<file path="src/rtl/pipeline_skid_register.sv">
// Elastic pipeline stage: valid/ready handshake backed by a main + skid register pair,
// with flush-to-bubble and a saturating count of downstream-ready-but-empty cycles.
module pipeline_skid_register #(
  parameter int              WIDTH     = 32,
  parameter logic [WIDTH-1:0] NOP_VALUE = '0,
  parameter int              CNT_W     = 16
) (
  input  logic             clk,
  input  logic             reset,
  input  logic             flush,
  input  logic             in_valid,
  output logic             in_ready,
  input  logic [WIDTH-1:0] in_data,
  output logic             out_valid,
  input  logic             out_ready,
  output logic [WIDTH-1:0] out_data,
  output logic [1:0]       occupancy,
  output logic [CNT_W-1:0] bubble_count
);

  typedef enum logic [1:0] {
    S_EMPTY = 2'd0,
    S_ONE   = 2'd1,
    S_FULL  = 2'd2
  } state_t;

  state_t             r_state;
  state_t             w_state_next;
  logic [WIDTH-1:0]   r_main;
  logic [WIDTH-1:0]   w_main_next;
  logic [WIDTH-1:0]   r_skid;
  logic [WIDTH-1:0]   w_skid_next;
  logic               r_in_ready;
  logic               r_out_valid;
  logic [1:0]         r_occupancy;
  logic [CNT_W-1:0]   r_bubble;

  logic w_in_fire;
  logic w_out_fire;
  logic w_bubble_sat;

  assign w_in_fire    = in_valid & r_in_ready;
  assign w_out_fire   = r_out_valid & out_ready;
  assign w_bubble_sat = &r_bubble;

  // Flush overrides the handshake; an accepted input in that cycle is a wrong-path bundle.
  always_comb begin
    w_state_next = r_state;
    w_main_next  = r_main;
    w_skid_next  = r_skid;
    if (flush) begin
      w_state_next = S_EMPTY;
      w_main_next  = NOP_VALUE;
      w_skid_next  = NOP_VALUE;
    end else begin
      case (r_state)
        S_EMPTY: begin
          if (w_in_fire) begin
            w_state_next = S_ONE;
            w_main_next  = in_data;
          end
        end
        S_ONE: begin
          if (w_in_fire && w_out_fire) begin
            w_main_next = in_data;
          end else if (w_in_fire) begin
            w_state_next = S_FULL;
            w_skid_next  = in_data;
          end else if (w_out_fire) begin
            w_state_next = S_EMPTY;
            w_main_next  = NOP_VALUE;
          end
        end
        S_FULL: begin
          if (w_out_fire) begin
            w_state_next = S_ONE;
            w_main_next  = r_skid;
            w_skid_next  = NOP_VALUE;
          end
        end
        default: begin
          w_state_next = S_EMPTY;
          w_main_next  = NOP_VALUE;
          w_skid_next  = NOP_VALUE;
        end
      endcase
    end
  end

  always_ff @(posedge clk or posedge reset) begin
    if (reset) begin
      r_state     <= S_EMPTY;
      r_main      <= NOP_VALUE;
      r_skid      <= NOP_VALUE;
      r_in_ready  <= 1'b1;
      r_out_valid <= 1'b0;
      r_occupancy <= 2'd0;
    end else begin
      r_state     <= w_state_next;
      r_main      <= w_main_next;
      r_skid      <= w_skid_next;
      r_in_ready  <= (w_state_next != S_FULL);
      r_out_valid <= (w_state_next != S_EMPTY);
      r_occupancy <= w_state_next;
    end
  end

  always_ff @(posedge clk or posedge reset) begin
    if (reset) begin
      r_bubble <= '0;
    end else if (out_ready && !r_out_valid && !w_bubble_sat) begin
      r_bubble <= r_bubble + CNT_W'(1);
    end
  end

  assign in_ready     = r_in_ready;
  assign out_valid    = r_out_valid;
  assign out_data     = r_main;
  assign occupancy    = r_occupancy;
  assign bubble_count = r_bubble;

endmodule

</file>
<file path="config.mk">
export PLATFORM = sky130hd
export DESIGN_NAME = pipeline_skid_register
export DESIGN_NICKNAME = d
export VERILOG_FILES = /design/src/rtl/pipeline_skid_register.sv
export SDC_FILE = /design/constraint.sdc
export NUM_CORES = 1
export LEC_CHECK = 0
export ABC_AREA = 1
export ABC_CLOCK_PERIOD_IN_PS = 4500
export CAP_MARGIN = 5
export CORE_MARGIN = 5
export CORE_UTILIZATION = 56
export CTS_CLUSTER_SIZE = 12
export DETAILED_ROUTE_END_ITERATION = 8
export PLACE_DENSITY_LB_ADDON = 0.15
export SLEW_MARGIN = 20
export SYNTH_ARGS = -nofsm -noshare
export SYNTH_HDL_FRONTEND = slang
export SYNTH_SLANG_ARGS = --single-unit
</file>
<file path="constraint.sdc">
create_clock -name clk -period 4.5 [get_ports clk]
set_clock_uncertainty 0.1 [all_clocks]
set_input_delay 1.125 -clock clk [delete_from_list [all_inputs] [get_ports clk]]
set_output_delay 1.125 -clock clk [all_outputs]
set_load 0.03 [all_outputs]
</file>
* Word level (Yosys, flattened, before mapping) *
Index checks and enable logic that the tools add are counted.

word-level totals
  bits in registers = 84
  bits in latches = 0
  memory bits (writable) = 0
  bits in read-only memories = 0
  input port bits = 37
  output and inout bits = 52
  logic and storage cells = 46
  memories = 0

cells by class
  add/subtract/negate cells = 1
  multiply operators = 0
  divide/modulo/power cells = 0
  order comparisons = 0
  eq/ne operators = 10
  shift-type cells = 0
  multiplexer cells = 17
  bitwise gates (word level) = 2
  reductions and logical operators = 10

operator list
  operator               number
  $mux 32                8
  $pmux 32 s3            2
  $add 16x1->16 const B  1
  $reduce_and 16->1      1
  $mux 2                 6
  $ne 3x3->1 const B     4
  $ne 4x4->1 const B     2
  $reduce_and 4->1       2
  $pmux 2 s3             1
  $ne 2x2->1 const B     2
  $logic_and 1x1->1      3
  $and 1x1->1            2
  $eq 2x1->1 const B     1
  $eq 2x2->1 const B     1
  $logic_not 1->1        2
  $logic_not 2->1        1
  $reduce_bool 2->1      1

* Longest topological paths before layout *
  word-level depth = 7
  gate-level depth with buffers = 9
  mapped depth without buffers = 8

* Worst setup path before layout *
OpenSTA, ideal clock, no wires.

  kind = in2reg
  from = input in_valid
  to = register r_main[10], in the netlist out_data[10]
  arrival = 2018 ps
  data required time = 4335 ps
  setup slack = 2317 ps
  stages on the path = 7
  path buffers = 1
  cells stage by stage = nand2_1 -> nor2_1 -> clkbuf_1 -> nand3_1 -> nand3_1 -> nand3_1 -> nand2_1

between the ends
  longest elaborated chain between the ends = 5

RTL lines
  what                  RTL line  RTL
  from (decl)           11        input logic in_valid,
  $and 1x1->1 *         42        assign w_in_fire = in_valid & r_in_ready;
  $logic_and 1x1->1     64        if (w_in_fire && w_out_fire) begin
  $mux 32               64
  $pmux 32 s3           56        case (r_state)
  $mux 32               51        if (flush) begin
  to (signal assigned)  100       r_main <= w_main_next;
  to (decl)             29        logic [WIDTH-1:0] r_main;

Every way passes the cells marked *; elsewhere a longest branch is shown, timed or not.
A chain may end at the register's enable or synchronous reset.

* Worst setup path in the final report *
  from = input flush
  to = register r_skid[6]

between the ends
  longest elaborated chain between the ends = 2

RTL lines
  what                                                       RTL line  RTL
  from (decl)                                                10        input logic flush,
  $ne 3x3->1 (no source line) or $ne 2x2->1 (tied branches)  --
  $reduce_and 4->1 (no source line)                          --
  to (signal assigned)                                       101       r_skid <= w_skid_next;
  to (decl)                                                  31        logic [WIDTH-1:0] r_skid;

Several ways; a longest one is shown, not always the timed one.

==> impl_metrics.py <==
metrics = {
    "die": {
        "core_area_um2": 7690,
        "die_x_um": 98.5,
        "io_pins": 89,
        "start_util_pct": 57.0,
        "die-area_um2": 9700,
        "die_h_um": 98.5,
        "row_count": 32,
    },
    "power": {
        "ir_worst_vdd_uv": 220,
        "internal_power_mw": 1.38,
        "p_sw_uw": 707,
        "powerDensity_nw_per_um2": 378,
        "pwr-share-seq_pct": 43.1,
        "pwr-share-comb_pct": 28.5,
        "swShare_pct": 33.8,
        "cellLeakagePower_nw": 2.58,
        "clock_power_share_pct": 28.4,
    },
    "clock_tree": {
        "ctsHtreeMaxLevel": 3,
        "clk_path_buf_depth": 2,
        "cts-root-buf": "clkbuf_8",
        "cts_tree": "built",
        "cts_buffers": 9,
        "clkTransAtPathRegs_ns": 0.07,
        "hold_buffers": 0,
        "clock_sinks": 84,
        "post_cts_buffers": 0,
        "cts_resized": 0,
        "clkLatencyLatePin_ns": 0.35,
    },
    "final_layout": {
        "multi_input_area_um2": 2040,
        "regArea_um2": 2100,
        "final_common_cell": "nand2_1",
        "area_growth_pct": 26.0,
        "layout_common_cells": "nand2_1, nand3_1, clkdlybuf4s50_1, dfrtp_1, o21ai_1",
        "final_nets": 714,
        "drive_gt1_share_pct": 6.02,
        "finalNonFillerCells": 783,
        "antennaDiodeCount": 0,
        "n_fill_cell": 650,
    },
    "timing": {
        "slew_headroom_pct": 31.0,
        "worstMarginPinSlew_ns": 1.03,
        "postLayoutSetupSlackWorst_ns": 1.34,
        "finalCritPeriodShare_pct": 70.2,
        "setup_tns_ns": 0,
        "finalHoldViolCount": 0,
        "rsz0062_at_grt": "no",
        "max_freq_ghz": 0.317,
        "fin_crit_ns": 3.16,
        "setup_viol": 0,
        "drv_slew": 0,
    },
    "logic_synthesis": {
        "ys_types": 26,
        "synthXorXnorAreaFrac_pct": 1.40,
        "yosys.area_share.simple_pct": 39.5,
        "synth_top_family_by_area": "simple AND/OR/NAND/NOR gates",
        "syn_avg_cell_area_um2": 7.28,
        "synth_compound_area_share_pct": 5.11,
        "synth.area.top_cells": "dfrtp_1, nand2_1, nand3_1",
        "synth_nets": 640,
        "synthMuxAreaShare_pct": 0,
        "netlist_area_um2": 4390,
        "synth_top_cell_area_share_pct": 47.4,
        "yosysTopAreaCell": "dfrtp_1",
        "synth-adder-area-share_pct": 0.285,
        "netlist_instances": 602,
        "yosysSeqAreaShare_pct": 48.0,
        "synth-seq-cells": 84,
        "yosys_warnings": 0,
    },
    "global_routing": {
        "grt_overflow": 0,
        "antenna_found_initial": 0,
        "grt_max_degree": 45,
        "grtUsageTotal_pct": 23.6,
        "grt_pass1_wl_um": 18900,
        "grt_pass1_vias": 4165,
    },
    "routing": {
        "wire_per_inst_um": 14.1,
        "vias": 4215,
        "ant_nets": 0,
        "drc": 0,
        "via_per_inst": 5.38,
        "drt_wl_total_um": 11000,
        "drtIter0Drc": 315,
        "first_pass_iters": 5,
    },
    "setup_path": {
        "criticalPathCategory": "input port to flop",
        "cp.required_ns": 4.62,
        "crit_path_start_kind": "input port",
        "critPathArrivalTime_ns": 3.28,
        "end_kind": "flop",
        "cp_max_fo": 33,
    },
    "placement": {
        "place_ws_ns": 1.02,
        "gp_congestion": 0.849,
        "portBuffers": 88,
        "dp.cells": 767,
        "place_hpwl_um": 7560,
    },
    "status": {
        "status": "complete, no violations",
    },
    "flow_run": {
        "drv_cap": 0,
    },
    "min_path": {
        "hold_class": "flop to flop",
    },
}
synth_stat cells, drive strengths merged:
cell type and n:
buf 20, nand4 5, nand2 279, nor2 25, dfrtp 83, a21oi 2, and3 1, o211ai 1
xnor2 6, nor3 2, dfstp 1, xor2 1, nand3 102, ha 1, clkbuf 13, o21ai 39
inv 21
area by class of cell:
| class | count | share of cell area (%) |
|---|---|---|
| clock inverters | 4 | 1.31 |
| multi-input cells | 464 | 36.9 |
| repair buffers | 96 | 17.3 |
| clock buffers | 12 | 2.63 |
| well taps | 102 | 2.31 |
| inverters | 21 | 1.49 |
| flip-flops and latches | 84 | 38.1 |
layer usage:
| layer | vias to the layer above | GRT usage (%) | part of all wire [%] | routed length [um] |
|---|---|---|---|---|
| met5 | - | 0 | 0 | 0 |
| met4 | 0 | 8.61 | 1.5 | 168 |
| met3 | 18 | 4.18 | 6.8 | 752 |
| met2 | 166 | 38.4 | 48 | 5320 |
| met1 | 1958 | 31.8 | 43 | 4790 |
| li1 | 2073 | - | - | - |
sequential cells by signal, indices dropped and copies added, names as in the netlist:
signal        flops
bubble_count     16
out_data         32
out_valid         1
r_skid           32
in_ready          1
occupancy         2
path summary, 6_finish.rpt:
kind | start | endpoint | slack, ns | cells past startpoint
hold / removal | out_data[18]$_DFFE_PP0P_ | out_data[18]$_DFFE_PP0P_ | 0.39 | 2
max in group asynchronous | reset | in_ready$_DFF_PP1_ | 2.51 | 3
setup reg to reg | occupancy[1]$_DFF_PP0_ | out_data[20]$_DFFE_PP0P_ | 2.25 | 7
hold reg to reg | out_data[18]$_DFFE_PP0P_ | out_data[18]$_DFFE_PP0P_ | 0.39 | 2
min in group asynchronous | reset | out_data[5]$_DFFE_PP0P_ | 1.08 | 2
setup / recovery | flush | r_skid[6]$_DFFE_PP0P_ | 1.34 | 8
cell families (layout without fill, tap and decap cells):
kind of cell,count (synthesis),count (layout)
simple gates,414,414
flops,84,84
buf+inv,54,133
compound gates,42,42
xor+xnor,7,7
fa+ha+maj,1,1
worst max-delay path, cell delays in order:
cell             delay, ns
clkdlybuf4s50_1       0.52
inv_2                 0.47
nand2_1               0.17
nor2_1                0.11
a21oi_1               0.05
nand2_2               0.32
buf_4                 0.35
o21ai_0               0.12
power groups by stage:
stage | combinational (mW) | clock, mW | sequential, mW
floorplan | 0.259 | 0 | 1.02
global placement | 0.582 | 0 | 0.911
detailed placement | 0.596 | 0 | 0.914
CTS | 0.598 | 0.603 | 0.901
global route | 0.647 | 0.640 | 0.913
finish | 0.595 | 0.592 | 0.901
through the flow:
step	power (mW)	area [um2]	utilization [%]	hold slack, ns
global route	2.20	5530	71.9	0.412
CTS	2.10	5530	71.9	0.388
finish	2.09	5530	71.9	0.385
detailed placement	1.51	5310	69.0	0.364
global placement	1.49	5310	69.0	0.364
floorplan	1.28	4390	-	0.353
Power figures use the tool's default switching activity.
